==> src/rtl/sound_pkg.sv <==
`default_nettype none
// ---------------------------------------------------------------------------
// sound_pkg : shared types and constants for the sound-trigger path
// Rev 1.0
// ---------------------------------------------------------------------------
package sound_pkg;

   typedef enum logic [1:0] {
      IDLE    = 2'd0,
      ATTACK  = 2'd1,
      SUSTAIN = 2'd2,
      RELEASE = 2'd3
   } tone_state_t;

   localparam int CLK_HZ   = 50_000_000;
   localparam int SAMPLE_W = 16;
   localparam int PHASE_W  = 32;

endpackage
`default_nettype wire

==> src/rtl/tone_nco.sv <==
`default_nettype none
// ---------------------------------------------------------------------------
// tone_nco : phase accumulator with latched increment; sq_out is the phase MSB
// Rev 1.0
// ---------------------------------------------------------------------------
module tone_nco
   import sound_pkg::*;
#(
   parameter int PHASE_INC_PER_HZ = 86
) (
   input  logic       clk,
   input  logic       resetN,
   input  logic       load,
   input  logic       clear,
   input  logic       run,
   input  logic [9:0] freq,
   output logic       sq_out
);

   logic [PHASE_W-1:0] r_inc;
   logic [PHASE_W-1:0] r_phase;

   // Clear wins over run so a fresh tone always starts at phase 0.
   always_ff @(posedge clk or negedge resetN) begin
      if (!resetN) begin
         r_inc   <= '0;
         r_phase <= '0;
      end else begin
         if (load) begin
            r_inc <= PHASE_W'(freq) * PHASE_W'(PHASE_INC_PER_HZ);
         end
         if (clear) begin
            r_phase <= '0;
         end else if (run) begin
            r_phase <= r_phase + r_inc;
         end
      end
   end

   assign sq_out = r_phase[PHASE_W-1];

endmodule
`default_nettype wire

==> src/rtl/tone_player.sv <==
`default_nettype none
// ---------------------------------------------------------------------------
// tone_player : square-wave tone with linear attack/release envelope
// Rev 1.0
// ---------------------------------------------------------------------------
module tone_player
   import sound_pkg::*;
#(
   parameter int PHASE_INC_PER_HZ = 86,
   parameter int AMP_MAX          = 8192,
   parameter int AMP_STEP         = 64
) (
   input  logic                clk,
   input  logic                resetN,
   input  logic                sound_flag,
   input  logic [9:0]          sound_freq,
   input  logic                sample_req,
   output logic                sample_valid,
   output logic [SAMPLE_W-1:0] sample_data,
   output logic                busy
);

   localparam logic [14:0] C_AMP_MAX  = 15'(AMP_MAX);
   localparam logic [14:0] C_AMP_STEP = 15'(AMP_STEP);

   tone_state_t         r_state;
   tone_state_t         w_state_nxt;
   logic [14:0]         r_amp;
   logic [14:0]         w_amp_nxt;
   logic                r_flag_d;
   logic                w_rise;
   logic                w_freq_nz;
   logic                w_load;
   logic                w_clear;
   logic                w_sq;
   logic [15:0]         w_amp_sum;
   logic [14:0]         w_amp_up;
   logic [14:0]         w_amp_dn;
   logic [SAMPLE_W-1:0] w_mag;
   logic [SAMPLE_W-1:0] w_sample;

   assign w_rise    = sound_flag & ~r_flag_d;
   assign w_freq_nz = |sound_freq;

   // Saturating envelope steps; the 16-bit sum keeps the overflow visible.
   assign w_amp_sum = {1'b0, r_amp} + {1'b0, C_AMP_STEP};
   assign w_amp_up  = (w_amp_sum >= {1'b0, C_AMP_MAX}) ? C_AMP_MAX : w_amp_sum[14:0];
   assign w_amp_dn  = (r_amp > C_AMP_STEP) ? (r_amp - C_AMP_STEP) : '0;

   assign w_mag    = {1'b0, r_amp};
   assign w_sample = (r_state == IDLE) ? '0 : (w_sq ? -w_mag : w_mag);

   always_comb begin
      w_state_nxt = r_state;
      w_amp_nxt   = r_amp;
      w_load      = 1'b0;
      w_clear     = 1'b0;
      case (r_state)
         IDLE: begin
            if (w_rise && w_freq_nz) begin
               w_load      = 1'b1;
               w_clear     = 1'b1;
               w_state_nxt = ATTACK;
            end
         end
         ATTACK: begin
            if (sample_req) begin
               w_amp_nxt = w_amp_up;
               if (w_amp_up == C_AMP_MAX) begin
                  w_state_nxt = SUSTAIN;
               end
            end
            if (!sound_flag) begin
               w_state_nxt = RELEASE;
            end
         end
         SUSTAIN: begin
            if (!sound_flag) begin
               w_state_nxt = RELEASE;
            end
         end
         RELEASE: begin
            if (sample_req) begin
               w_amp_nxt = w_amp_dn;
               if (w_amp_dn == '0) begin
                  w_state_nxt = IDLE;
               end
            end
            // A re-trigger resumes the ramp from the current amplitude and phase.
            if (w_rise && w_freq_nz) begin
               w_load      = 1'b1;
               w_state_nxt = ATTACK;
            end
         end
         default: begin
            w_state_nxt = IDLE;
         end
      endcase
   end

   always_ff @(posedge clk or negedge resetN) begin
      if (!resetN) begin
         r_state      <= IDLE;
         r_amp        <= '0;
         r_flag_d     <= 1'b0;
         sample_valid <= 1'b0;
         sample_data  <= '0;
      end else begin
         r_state      <= w_state_nxt;
         r_amp        <= w_amp_nxt;
         r_flag_d     <= sound_flag;
         sample_valid <= sample_req;
         if (sample_req) begin
            sample_data <= w_sample;
         end
      end
   end

   assign busy = (r_state != IDLE);

   tone_nco #(
      .PHASE_INC_PER_HZ(PHASE_INC_PER_HZ)
   ) u_nco (
      .clk    (clk),
      .resetN (resetN),
      .load   (w_load),
      .clear  (w_clear),
      .run    (busy),
      .freq   (sound_freq),
      .sq_out (w_sq)
   );

endmodule
`default_nettype wire

==> config.mk <==
export PLATFORM = sky130hd
export DESIGN_NAME = tone_player
export DESIGN_NICKNAME = d
export VERILOG_FILES = /design/src/rtl/sound_pkg.sv /design/src/rtl/tone_nco.sv /design/src/rtl/tone_player.sv
export SDC_FILE = /design/constraint.sdc
export NUM_CORES = 1
export LEC_CHECK = 0
export ABC_AREA = 1
export CAP_MARGIN = 20
export CORE_MARGIN = 3
export CORE_UTILIZATION = 60
export DETAILED_ROUTE_END_ITERATION = 7
export GPL_TIMING_DRIVEN = 0
export PLACE_DENSITY = 0.8
export SLEW_MARGIN = 20
export SYNTH_ARGS = -nofsm -noshare
export SYNTH_HDL_FRONTEND = slang
export SYNTH_SLANG_ARGS = --single-unit
==> constraint.sdc <==
create_clock -name clk -period 2.07 [get_ports clk]
set_input_delay 0.621 -clock clk [delete_from_list [all_inputs] [get_ports clk]]
set_output_delay 0.621 -clock clk [all_outputs]
set_load 0.05 [all_outputs]
### Word level (Yosys, flattened, before mapping)

Index checks and enable logic that the tools add are counted.
Widths: inputs -> output; s select.

* muxes and demuxes: 21
* bitwise gates (word level): 2
* eq/ne operators: 12
* shifts and indexed selects: 0
* reductions and logical operators: 10
* div/mod/pow operators: 0
* $add $sub $neg: 4
* $lt $le $gt $ge: 2
* multipliers: 1

Operator list (count)
* $mux 32: 2
* $mux 15: 4
* $add 32x17->32: 1
* $mux 16: 2
* $pmux 15 s2: 1
* $add 15x7->16 const B: 1
* $ge 16x14->1 const B: 1
* $mul 10x6->16 const B: 1
* $mux 2: 8
* $neg 15->16: 1
* $eq 15x14->1 const B: 1
* $gt 15x7->1 const B: 1
* $logic_not 15->1: 1
* $sub 15x7->15 const B: 1
* $ne 3x3->1 const B: 4
* $reduce_or 10->1: 1
* $pmux 2 s4: 1
* $ne 2x2->1 const B: 3
* $reduce_and 6->1: 1
* $reduce_bool 2->1: 3
* $eq 2x2->1 const B: 2
* $mux 1: 3
* $reduce_and 3->1: 1
* $eq 2x1->1 const B: 1
* 6 further kinds: 6

* output and inout port bits: 18
* input bits: 14
* memories kept: 0
* bits in latches: 0
* memory bits (read-only): 0
* memory bits (writable): 0
* bits in registers: 83
* word-level logic and storage cells: 59

### Longest topological paths before layout

* word-level depth: 8
* gate-level depth with buffers: 16
* mapped depth without buffers: 16

### Modules after synthesis

Synthesis repeated with hierarchy kept, for this count alone.

* cell total of the unflattened synthesis: 984
* area, all modules: 6991.7 um^2

By module, submodules not included
* tone_nco: cells each 681, times used 1, area an instance 4684.5 um^2, sequential area each 1176.1 um^2
* tone_player: cells each 303, times used 1, area an instance 2307.2 um^2, sequential area each 875.8 um^2

### Worst setup path after synthesis

No wires, ideal clock.

* kind: in2reg
* start: in sound_freq[3]
* end: reg u_nco.r_inc[16]
* buffers on the path: 0
* setup slack: -1.260 ns
* setup time: 0.118 ns
* stages on the path: 13
* data arrival time: 3.212 ns
* required time: 1.952 ns
* cells stage by stage: ha_1 -> fa_1 -> inv_1 -> fa_1 -> inv_1 -> ha_1 -> a21oi_1 -> nor2_1 -> o21ai_0 -> nand4_1 -> or2_2 -> nand3_1 -> nand2_1

* cells in the longest elaborated chain, start to end: 4
* elaborated cells between the ends (all ways): 5
* classes of those cells: mul: 1; mux: 2; reduce/logical: 2

Ends and longest elaborated chain
* start: declaration: line tone_player.sv:16 `input logic [9:0] sound_freq,`
* parallel branches: the longest is 4 deep, another holds $mul 10x6->16
* end signal: assignment: line tone_nco.sv:30 `r_inc <= PHASE_W'(freq) * PHASE_W'(PHASE_INC_PER_HZ);`
* end: declaration: line tone_nco.sv:20 `logic [PHASE_W-1:0] r_inc;`

Several ways; the timed one is not identified.
A chain may end at the register's enable or synchronous reset.

### Final worst setup path

* start: in sound_freq[8]
* end: reg u_nco.r_inc[13]

Same word-level chain as after synthesis.

==> results.md <==
- Sum Neg Setup Slack: -8.80 ns
- Layout area overhead: 24.9%
- Mux cell area share after synthesis: 0%
- Status: complete, but fails checks
- Largest family of logic cells by synthesized area: simple AND/OR/NAND/NOR gates
- Row Count: 37
- Total CTS buffers: 9
- Core area: 10400 sq um
- Max_slew headroom: 66.2%
- Die area: 12100 sq um
- I/O pins: 32
- Launch point of the worst reg-to-reg path: u_nco.r_phase[1]
- CP Data Required Time: 2.32 ns
- Tmin final: 3.04 ns
- Final Hold Viols: 0
- Critical path's top delay family: adder cells
- Power per cell area: 1370 nW/um^2
- Critical Path End Type: flop
- Maxcap violations: 0
- Leak pwr: 4.02 nW
- H-Tree Depth: 3
- CP startpoint: sound_freq[8]
- Worst Clk Skew: 0.0114 ns
- Number of antenna violations at the first check in global routing: 0
- Total Nets Final: 1055
- Final ANT Viol Nets: 0
- Routed len/inst: 15.3 um
- Largest net degree at the start of global routing: 57
- Worst Path Max Fanout: 5
- Crit-path cells: buf_8 -> buf_6 -> ha_4 -> fa_1 -> inv_2 -> fa_1 -> inv_2 -> ha_4 -> nand2_1 -> nor2_2 -> nand2_1 -> nand2_2 -> a21oi_2 -> or2_4 -> nand3_2 -> nand2_1
- Yosys reg bits: 82
- Async S/R FF share, synth: 100%
- Residual DRC count: 0
- Synth cell count leaders: 244 x nand2_1, 120 x inv_1, 82 x dfrtp_1, 71 x ha_1, 63 x nor2_1
- Syn_area_per_cell: 7.37 sq um
- CTS tree: yes
- Worst path bufs/invs: 4
- Clk buf depth: 2
- Most common cell in the netlist: nand2_1
- Initial core utilization: 62.2%
- Antenna cells: 0
- Area share of the largest cell type after synthesis: 31.7%
- Cell Area, Synth: 6480 sq um
- Violated checks: setup timing
- Worst reg2reg path depth: 13
- Crit Reg-Reg Endpoint: u_nco.r_phase[27]
- Setup violations, final: 12
- Critical-path top delay cell: fa_1
- Top FF cell, synth: dfrtp_1
- Pins Over Slew Limit: 0
- Hold Crit Class: in -> async
- RSZ-0062 raised after global routing: yes
- Achievable frequency: 329 MHz
- DR vias: 6121
- First-pass GRT wire length: 26.7 mm
- Via-per-instance ratio: 5.58
- Layout cells sized above 1: 21.4%
- CTS Hold Bufs: 0
- Input/output buffers: 31
- Post-Synth XOR/XNOR Area: 2.70%
- Crit path kind: in -> reg
- Detail Placement HPWL: 12.0 mm
- Die Span Y: 110 um
- CTS sink cnt: 82
- CTS root buf: clkbuf_8
- Compound-Gate Fraction of Synth Area: 10.7%
- Cell count after synthesis: 879
- Die X: 110 um
- Clock slew at reported path FFs: 0.08 ns
- Final period utilization: 147%
- Adder-cell share of the synthesized area: 18.0%
- DP Worst Slack: -1.99 ns
- Number of synthesized flops with an enable pin: 0
- Top cells by area, synth: dfrtp_1 32%, nand2_1 14%, ha_1 14%, inv_1 7.0%, o21ai_0 4.7%
- Starting DRT DRC Count: 449
- Crit start category: primary input
- Ys Warns: 0
- RePlAce Congestion: 0.945
- Gr usage total: 27.9%
- Syn Nets: 978
- Hold Slack: 0.171 ns
- Worst slew pin tran: 0.506 ns
- Peak VDD IR: 0.000834 V
- Detailed Route WL: 16.8 mm
- Reg2Reg Setup Slack: 0.10 ns
- Grt ovf: 0
- Setup ws final: -0.972 ns
- Synth unique cells: 43
- Most frequent CP cell: nand2_1
- Worst skew pair latency: 0.35 ns
- Post-Synth Simple-Gate Area: 28.2%
- Filler Cell Count: 727
- Yosys top cell by area: dfrtp_1
- Crit path DAT: 3.29 ns
- Seq/Total Area, Yosys: 31.7%
- Vias in the first global route: 5754
- CP max stage delay: 0.52 ns
- 1st-pass router iterations: 5
## layout by cell type (no fill, tap or decap), drive strengths merged
cell / count
nand2: 253
inv: 125
dfrtp: 82
o21ai: 78
nor2: 76
ha: 71
nand3: 57
buf: 56
a21oi: 36
clkbuf: 23
dlygate4sd2: 17
fa: 14
xor2: 13
nand4: 11
nor3: 11
xnor2: 7
a31oi: 5
or2: 5
nand3b: 3
a21o: 2
a22o: 2
nor3b: 2
clkdlybuf4s50: 2
o21bai: 2
o221ai: 1
o31ai: 1
o22ai: 1
o211ai: 1
o21a: 1
and2: 1
bufinv: 1
clkinv: 1
## per-layer routing
layer / up-vias / GRT usage (%) / part of all wire [%]
li1: 2987 / - / -
met1: 2920 / 37.6 / 44
met2: 188 / 45.6 / 49
met3: 26 / 5.46 / 5.8
met4: 0 / 8.01 / 1.5
met5: - / 0 / 0
## final cells by class
cell class / instances / area [sq um] / share of cell area (%)
plain buffers: 17 / 108 / 1.33
inverters: 125 / 492 / 6.07
clock inverters: 2 / 35.0 / 0.433
flip-flops and latches: 82 / 2050 / 25.4
repair buffers: 67 / 672 / 8.30
clock buffers: 14 / 163 / 2.01
well taps: 136 / 170 / 2.10
multi-input cells: 654 / 4400 / 54.4
## where the power goes
part | internal (mW) | leakage (nW) | switching (mW)
Combinational | 2.80 | 2.86 | 4.45
Sequential | 2.19 | 1.06 | 0.444
Clock | 0.624 | 0.101 | 0.565
Total | 5.61 | 4.02 | 5.46
## logic make-up (layout without fill, tap and decap cells)
kind of cell               after synthesis  after routing
buffers and inverters                  143            225
xor gates and xnor gates                20             20
and+or+nand+nor                        419            419
adders and majority gates               85             85
DFF                                     82             82
AOI/OAI and AO/OA                      130            130
## worst register-to-register path, cell delays in order, from the launching register on
cell	delay [ns]
dfrtp_1	0.42
ha_4	0.20
fa_2	0.35
nand3_1	0.11
nand2_2	0.08
nand2_1	0.09
nand2_2	0.08
nand3_1	0.09
nand2_2	0.10
nand2_1	0.11
nor2_2	0.06
nand2_1	0.08
nand2_1	0.05
o21ai_1	0.07
## state kept, by name, indices dropped and copies added (netlist names)
name / flops
sample_data: 16
u_nco.r_inc: 16
r_state: 2
sample_valid: 1
r_flag_d: 1
r_amp: 15
u_nco.r_phase: 31
## through the flow
stage	std cells	instance area, sq um	power, mW	utilization (%)
floorplan	879	6770	7.26	-
CTS	1078	7750	10.4	74.4
global placement	1046	7250	8.58	69.6
detailed placement	1047	7270	8.80	69.8
global route	1097	8100	12.0	77.7
finish	1097	8100	11.1	77.7
## what timing repair did
| action | in CTS | in global routing |
|---|---|---|
| resized for setup | 140 | 55 |
| setup buffers | 16 | 20 |
| setup endpoints to repair | 68 | 52 |
| pin swaps | 30 | 40 |
## how the worst max path moves through the flow
stage / to / slack [ns] / depth (start not counted)
detailed placement: u_nco.r_inc[14] / -1.99 / 16
finish: u_nco.r_inc[13] / -0.97 / 16
CTS: u_nco.r_inc[14] / -0.92 / 15
global placement: u_nco.r_phase[13] / -2.42 / 1
global route: u_nco.r_inc[14] / -1.05 / 15
floorplan: u_nco.r_inc[14] / -1.03 / 13
(Power assumes the default switching activity.)
